**src/rtl/uart_tx_pkg.sv**
```systemverilog
// Shared types and helpers for the beamformer result UART transmitter.
package uart_tx_pkg;

    localparam int unsigned DATA_BITS = 8;

    typedef enum logic [2:0] {
        IDLE      = 3'd0,
        START_BIT = 3'd1,
        DATA      = 3'd2,
        PARITY    = 3'd3,
        STOP_BIT  = 3'd4,
        GUARD     = 3'd5
    } tx_state_e;

    // Integer clocks per bit; the fractional part is dropped.
    function automatic int unsigned clks_per_bit(input int unsigned clk_hz,
                                                 input int unsigned baud);
        return clk_hz / baud;
    endfunction

endpackage

```
**src/rtl/uart_baud_tick.sv**
```systemverilog
// Bit-period counter: counts 0..CLKS_PER_BIT-1 while running and flags the last clock of each bit.
module uart_baud_tick
    import uart_tx_pkg::*;
#(
    parameter int unsigned CLKS_PER_BIT = 434
) (
    input  logic clk,
    input  logic rst_n,
    input  logic clear,
    input  logic run,
    output logic tick_c
);

    localparam int unsigned CNT_W = (CLKS_PER_BIT > 1) ? $clog2(CLKS_PER_BIT) : 1;

    logic [CNT_W-1:0] cnt_q;
    logic [CNT_W-1:0] cnt_d;

    // Tick marks the final clock of the current bit; the counter wraps on it.
    always_comb begin
        cnt_d  = cnt_q;
        tick_c = run && (cnt_q == CNT_W'(CLKS_PER_BIT - 1));
        if (clear) begin
            cnt_d = '0;
        end else if (run) begin
            if (tick_c) begin
                cnt_d = '0;
            end else begin
                cnt_d = cnt_q + 1'b1;
            end
        end
    end

    always_ff @(posedge clk or negedge rst_n) begin
        if (!rst_n) begin
            cnt_q <= '0;
        end else begin
            cnt_q <= cnt_d;
        end
    end

endmodule

```
**src/rtl/uart_tx_communication.sv**
```systemverilog
// 8N1 UART transmitter for beamformer RAM read-out, with a post-frame guard gap.
// Define UART_TX_PARITY_EN to insert an even-parity bit (8E1, 11-bit frame).
module uart_tx_communication
    import uart_tx_pkg::*;
#(
    parameter int unsigned CLK_FREQ_HZ  = 50_000_000,
    parameter int unsigned BAUD_RATE    = 115_200,
    parameter int unsigned GUARD_CYCLES = 4
) (
    input  logic                 CLOCK,
    input  logic                 RESET_N,
    input  logic                 START,
    input  logic                 STOP,
    input  logic [DATA_BITS-1:0] SW,
    output logic                 UART_TXD,
    output logic                 TX_BUSY_REG
);

    localparam int unsigned CLKS_PER_BIT = clks_per_bit(CLK_FREQ_HZ, BAUD_RATE);
    localparam int unsigned BIT_CNT_W    = $clog2(DATA_BITS);
    localparam int unsigned GUARD_W      = (GUARD_CYCLES > 1) ? $clog2(GUARD_CYCLES) : 1;

    tx_state_e              state_q;
    tx_state_e              state_d;
    logic [BIT_CNT_W-1:0]   bit_cnt_q;
    logic [BIT_CNT_W-1:0]   bit_cnt_d;
    logic [GUARD_W-1:0]     guard_cnt_q;
    logic [GUARD_W-1:0]     guard_cnt_d;
    logic [DATA_BITS-1:0]   shift_q;
    logic [DATA_BITS-1:0]   shift_d;
    logic                   txd_q;
    logic                   txd_d;
    logic                   busy_q;
    logic                   busy_d;
`ifdef UART_TX_PARITY_EN
    logic                   parity_q;
    logic                   parity_d;
`endif

    logic                   frame_start_c;
    logic                   baud_run_c;
    logic                   bit_tick_c;

    uart_baud_tick #(
        .CLKS_PER_BIT (CLKS_PER_BIT)
    ) u_baud_tick (
        .clk    (CLOCK),
        .rst_n  (RESET_N),
        .clear  (frame_start_c),
        .run    (baud_run_c),
        .tick_c (bit_tick_c)
    );

    // Next-state and registered-output logic; the line value for a bit is loaded on the edge that starts it.
    always_comb begin
        state_d       = state_q;
        bit_cnt_d     = bit_cnt_q;
        guard_cnt_d   = guard_cnt_q;
        shift_d       = shift_q;
        txd_d         = txd_q;
        busy_d        = busy_q;
        frame_start_c = 1'b0;
        baud_run_c    = 1'b0;
`ifdef UART_TX_PARITY_EN
        parity_d      = parity_q;
`endif

        case (state_q)
            IDLE: begin
                txd_d  = 1'b1;
                busy_d = 1'b0;
                if (START && !STOP) begin
                    frame_start_c = 1'b1;
                    shift_d       = SW;
                    bit_cnt_d     = '0;
                    txd_d         = 1'b0;
                    busy_d        = 1'b1;
                    state_d       = START_BIT;
`ifdef UART_TX_PARITY_EN
                    parity_d      = ^SW;
`endif
                end
            end

            START_BIT: begin
                baud_run_c = 1'b1;
                if (bit_tick_c) begin
                    txd_d   = shift_q[0];
                    shift_d = shift_q >> 1;
                    state_d = DATA;
                end
            end

            DATA: begin
                baud_run_c = 1'b1;
                if (bit_tick_c) begin
                    if (bit_cnt_q == BIT_CNT_W'(DATA_BITS - 1)) begin
`ifdef UART_TX_PARITY_EN
                        txd_d   = parity_q;
                        state_d = PARITY;
`else
                        txd_d   = 1'b1;
                        state_d = STOP_BIT;
`endif
                    end else begin
                        bit_cnt_d = bit_cnt_q + 1'b1;
                        txd_d     = shift_q[0];
                        shift_d   = shift_q >> 1;
                    end
                end
            end

            PARITY: begin
                baud_run_c = 1'b1;
                if (bit_tick_c) begin
                    txd_d   = 1'b1;
                    state_d = STOP_BIT;
                end
            end

            STOP_BIT: begin
                baud_run_c = 1'b1;
                if (bit_tick_c) begin
                    txd_d       = 1'b1;
                    busy_d      = 1'b0;
                    guard_cnt_d = '0;
                    state_d     = GUARD;
                end
            end

            // Quiet gap that lets the upstream RAM read and mux settle before START is honoured.
            GUARD: begin
                txd_d  = 1'b1;
                busy_d = 1'b0;
                if (guard_cnt_q == GUARD_W'(GUARD_CYCLES - 1)) begin
                    state_d = IDLE;
                end else begin
                    guard_cnt_d = guard_cnt_q + 1'b1;
                end
            end

            default: begin
                txd_d   = 1'b1;
                busy_d  = 1'b0;
                state_d = IDLE;
            end
        endcase
    end

    always_ff @(posedge CLOCK or negedge RESET_N) begin
        if (!RESET_N) begin
            state_q     <= IDLE;
            bit_cnt_q   <= '0;
            guard_cnt_q <= '0;
            shift_q     <= '0;
            txd_q       <= 1'b1;
            busy_q      <= 1'b0;
`ifdef UART_TX_PARITY_EN
            parity_q    <= 1'b0;
`endif
        end else begin
            state_q     <= state_d;
            bit_cnt_q   <= bit_cnt_d;
            guard_cnt_q <= guard_cnt_d;
            shift_q     <= shift_d;
            txd_q       <= txd_d;
            busy_q      <= busy_d;
`ifdef UART_TX_PARITY_EN
            parity_q    <= parity_d;
`endif
        end
    end

    assign UART_TXD    = txd_q;
    assign TX_BUSY_REG = busy_q;

endmodule

```
**config.mk**
```make
export PLATFORM = sky130hd
export DESIGN_NAME = uart_tx_communication
export DESIGN_NICKNAME = d
export VERILOG_FILES = /design/src/rtl/uart_tx_pkg.sv /design/src/rtl/uart_baud_tick.sv /design/src/rtl/uart_tx_communication.sv
export SDC_FILE = /design/constraint.sdc
export NUM_CORES = 1
export LEC_CHECK = 0
export CORE_MARGIN = 2
export CORE_UTILIZATION = 45
export CTS_BUF_LIST = sky130_fd_sc_hd__clkbuf_4 sky130_fd_sc_hd__clkbuf_8 sky130_fd_sc_hd__clkbuf_16
export DETAILED_ROUTE_END_ITERATION = 10
export HOLD_SLACK_MARGIN = 0.03
export PLACE_DENSITY = 0.69
export SLEW_MARGIN = 20
export SYNTH_ARGS = -nofsm -noshare
export SYNTH_HDL_FRONTEND = slang
export SYNTH_SLANG_ARGS = --single-unit
```
**constraint.sdc**
```tcl
create_clock -name CLOCK -period 1.9 [get_ports CLOCK]
set_input_delay 0.57 -clock CLOCK [delete_from_list [all_inputs] [get_ports CLOCK]]
set_output_delay 0.57 -clock CLOCK [all_outputs]
set_load 0.02 [all_outputs]
```
Word-level counts from Yosys, hierarchy flattened
Cells that the tools add are included.

storage, ports and cells
  output and inout bits = 2
  input bits = 12
  word-level logic and storage cells = 80
  register bits = 27

cells by class
  add/subtract/negate cells = 3
  equality and inequality tests = 18
  multiplexer cells = 34
  bitwise gates (word level) = 1
  reduce and logical (&&, ||, !) cells = 17

operators by type and width
  operator               number
  $mux W8                4
  $mux W3                10
  $mux W9                3
  $pmux W8 S3            1
  $ne A2 B2 Y1 const B   9
  $pmux W3 S6            1
  $add A9 B1 Y9 const B  1
  $eq A3 B3 Y1 const B   3
  $eq A9 B9 Y1 const B   1
  $mux W1                9
  $reduce_and A7 Y1      1
  $eq A3 B2 Y1 const B   2
  $pmux W3 S2            1
  $reduce_and A3 Y1      2
  $reduce_bool A2 Y1     3
  $reduce_and A5 Y1      1
  $mux W2                2
  $pmux W1 S4            1
  $pmux W2 S2            1
  $reduce_and A4 Y1      1
  $reduce_or A4 Y1       1
  $add A3 B1 Y3 const B  1
  $eq A3 B1 Y1 const B   1
  $logic_not A3 Y1       1
  11 further kinds       12

Longest topological paths before layout
  depth after elaboration = 7
  mapped depth = 7
  mapped depth without buffers = 6

Cells and area by module
Synthesis repeated with hierarchy kept, for this count alone.

unflattened totals
  cells, all modules = 168
  area total of the unflattened synthesis = 1662.8 um^2

modules (own cells, without submodules)
  module                 seq. area each (um^2)  cells each  area each (um^2)  times used
  uart_tx_communication  451.7                  107         1086.0            1
  uart_baud_tick         225.2                  61          576.8             1

Worst setup path after synthesis
No wires, ideal clock.

  path type = reg2reg
  from = reg bit_cnt_q[0]
  to = reg shift_q[0]
  library setup time = 0.125 ns
  arrival time = 1.731 ns
  period minus slack after synthesis = 1.856 ns
  setup slack = 0.044 ns
  path buffers = 1
  cell stages (with the launch flop) = 8
  data required time = 1.775 ns
  path through = dfrtp_1 > ha_1 > ha_1 > o21ai_0 > o21ai_1 > a211o_1 > buf_6 > mux2_4

on the way
  cells in the longest elaborated chain, start to end = 3

RTL lines
  what                                RTL line                      RTL
  start: declaration                  uart_tx_communication.sv:25   logic [BIT_CNT_W-1:0] bit_cnt_q;
  start signal: assignment            uart_tx_communication.sv:163  bit_cnt_q <= bit_cnt_d;
  $eq A3 B3 Y1                        uart_tx_communication.sv:97   if (bit_cnt_q == BIT_CNT_W'(DATA_BITS - 1)) begin
  $ne A2 B2 Y1 (no source line)       n/a
  $reduce_and A5 Y1 (no source line)  n/a
  end signal: assignment              uart_tx_communication.sv:165  shift_q <= shift_d;
  end: declaration                    uart_tx_communication.sv:29   logic [DATA_BITS-1:0] shift_q;

Every way passes these cells.
A chain may end at the register's enable or synchronous reset.

Worst setup path in the final report
  from = reg bit_cnt_q[0]
  to = reg shift_q[1]

The elaborated chain is that of the path after synthesis.

==> run metrics <==
status=completed; slew at the pin closest to its max-slew limit=0.385 ns; Yosys top cell by area=dfrtp_1; Worst VDD drop=0.000439 V; initial DRC count=between 50 and 60; Tot GR Track Use=0.182; largest net degree at the start of global routing=28; Die X=64.2 um; pre-CTS WS=-0.406 ns; DRC=0; initial core utilization=0.477; Yosys reg bits=27; Startpoint Class=register; DR pass1 iterations=4; crit path DAT=about 2.1 ns; first-pass GRT wire length=5970 um; final hold slack=0.506 ns; final worst slack=0.0541 ns; top post-synthesis cells by area=dfrtp_1 40%, mux2_4 6.4%, mux2_2 6.2%; Top FF cell, synth=dfrtp_1; max incr delay on CP=0.42 ns; layout cell share with drive strength beyond 1=0.314; Post-synth ARST share=1.00; DIE HEIGHT=64.2 um; Mapped Area=0.00163 mm2; Final Max Slew Viols=0; antenna cells=0; Fin. Hold Viols=0; post-DR wirelength/cell=14.6 um; fmax=542 MHz; number of max-cap violations=0; crit path kind=register to register; P_leak=just under 0.9 nW; Area Growth Syn to Fin=22.9%; grt ovf=0; number of synthesized flops with an enable pin=0; Post-Synthesis Cells=~160; antenna violations before repair=0; worst-skew pair later-pin latency=0.34 ns; fin nets=206; TritonCTS clock tree=done; Avg Inst Size Synth=10.4 um2; H-Tree Level Count=1; drt via density=about 5.7; via count=1331; final setup vio count=0; sequential area share after synthesis=0.415; DRT antenna net count=0; pwr/cell area=948 mW/mm2; Max-slew headroom=0.743; clk buf depth=2; Setup Skew=roughly 0.012 ns; HP Class=register to register; Root Buffer Master=clkbuf_4; Yosys warning total=0; CP max stage cell=dfrtp_1; Synth cell types=50; post-synth top area share=0.399; Num CTS Buffers=3; gp weighted congestion=0.858; Port Buffer Count=13; Cell Rows=21; clock sinks=27; crit share post-route=0.972; Worst-path clk slew=0.15 ns; Net Count, Synth=around 170; CP Data Required Time=2.13 ns; final cell count without fillers=234; Core Util, Final=0.587; Crit. End Element=register; dpl cells=228; minimum clock period=1.85 ns; critical path, cell by cell=ha_2 -> ha_2 -> o21ai_2 -> o21ai_2 -> a211o_4 -> mux2_4; die area=0.00412 mm2; CP Max Fanout=8; hold buffers post-CTS=0; Detailed Route WL=between 3000 and 4000 um; vias in the first global route=1384; I/O pin cnt=14; Core Region=0.00342 mm2; DPL Wire Length=2520 um
[synthesized netlist by cell type (2+ instances only)]
library cell,instances
nand3b_1,2
a21oi_1,7
dfrtp_1,26
mux2_4,7
or3_1,2
o21ai_0,5
a211o_1,2
nor2_1,10
nand3_1,2
buf_6,2
xnor2_1,2
nor3_1,3
a211oi_1,2
a22o_1,4
nor2b_1,2
ha_1,5
nand2b_1,2
buf_2,3
o21ai_1,5
and3_1,2
nand4_1,3
mux2i_1,2
mux2_2,9
nand2_1,13
or4_1,4
inv_1,3
o31ai_1,4
o32ai_1,2
[final timing paths]
check	startpoint	to	slack [ns]	cells past startpoint
worst max-delay path	bit_cnt_q[0]	shift_q[1]	0.05	6
worst min-delay path	u_baud_tick.cnt_q[8]	u_baud_tick.cnt_q[8]	0.51	1
worst max register to register	bit_cnt_q[0]	shift_q[1]	0.05	6
worst min register to register	u_baud_tick.cnt_q[8]	u_baud_tick.cnt_q[8]	0.51	1
max in group asynchronous	RESET_N	UART_TXD	1.02	2
min in group asynchronous	RESET_N	u_baud_tick.cnt_q[5]	0.58	2
[power by group]
part           total, mW  switching, mW  internal, mW
logic              0.771          0.318         0.453
registers          0.857          0.116         0.741
clock network      0.273          0.176        0.0968
[layer usage]
| metal | vias to the layer above | part of all wire | track usage |
|---|---|---|---|
| met5 | - | 0 | 0 |
| met4 | 0 | 0.014 | 0.0798 |
| met3 | 5 | 0.039 | 0.0299 |
| met2 | 32 | 0.48 | 0.311 |
| met1 | 649 | 0.46 | 0.226 |
| li1 | 645 | - | - |
[logic make-up (layout without fill, tap and decap cells)]
logic type,after synthesis,in the layout,synth area share
AND/OR/NAND/NOR,57,57,0.203
AO/OA/AOI/OAI,37,37,0.154
flip-flops,27,27,0.415
multiplexers,18,18,0.139
buffers and inverters,11,42,0.0391
adder cells (fa/ha/maj),5,5,0.0384
XOR/XNOR,2,2,0.0107
[cell type report]
cell class | count | area, um2
clock buffer | 4 | 30.0
fill | 309 | 1410
inverter | 3 | 11.3
multi-input combinational | 119 | 930
sequential | 27 | 679
tap | 46 | 57.6
timing repair buffer | 35 | 297
[flip-flops by register name, summed over array words and instances, names as in the netlist]
signal	flops
u_baud_tick.cnt_q	9
shift_q	8
bit_cnt_q	3
state_q	3
guard_cnt_q	2
TX_BUSY_REG	1
UART_TXD	1
[what timing repair did]
| action | 4_1_cts | 5_1_grt |
|---|---|---|
| pin swaps | 1 | 2 |
| setup endpoints to repair | 9 | 13 |
| buffers inserted | 0 | 2 |
| resized for setup | 4 | 11 |
[through the flow]
stage          instance area (um2)  total power [mW]  setup TNS (ns)
6_report                      2000              1.90               0
2_1_floorplan                 1630              1.37               0
4_1_cts                       1950              1.89               0
3_3_place_gp                  1920              1.59           -4.44
3_5_place_dp                  1920              1.63           -5.08
5_1_grt                       2000              2.04         -0.0114
[cells in the final DEF (no fill, tap or decap), types with 3 or more instances in the layout]
master / count
o21ai_1: 4
mux2_2: 9
nand4_1: 3
mux2_4: 7
clkbuf_4: 4
dfrtp_1: 24
o21ai_2: 3
buf_4: 22
nor2_1: 10
inv_1: 3
or4_1: 4
clkdlybuf4s50_1: 11
o21ai_0: 4
ha_1: 3
o31ai_1: 4
a22o_1: 4
a21oi_1: 7
nand2_1: 13
[worst max-delay path: cells and delay by family, from the launching register on]
family / cells / cell delay, ns
AO/OA/AOI/OAI: 3 / 0.65
adder cells (fa/ha/maj): 2 / 0.37
flip-flops: 1 / 0.42
multiplexers: 1 / 0.32
Note: power is estimated with default switching activity, not from simulation.
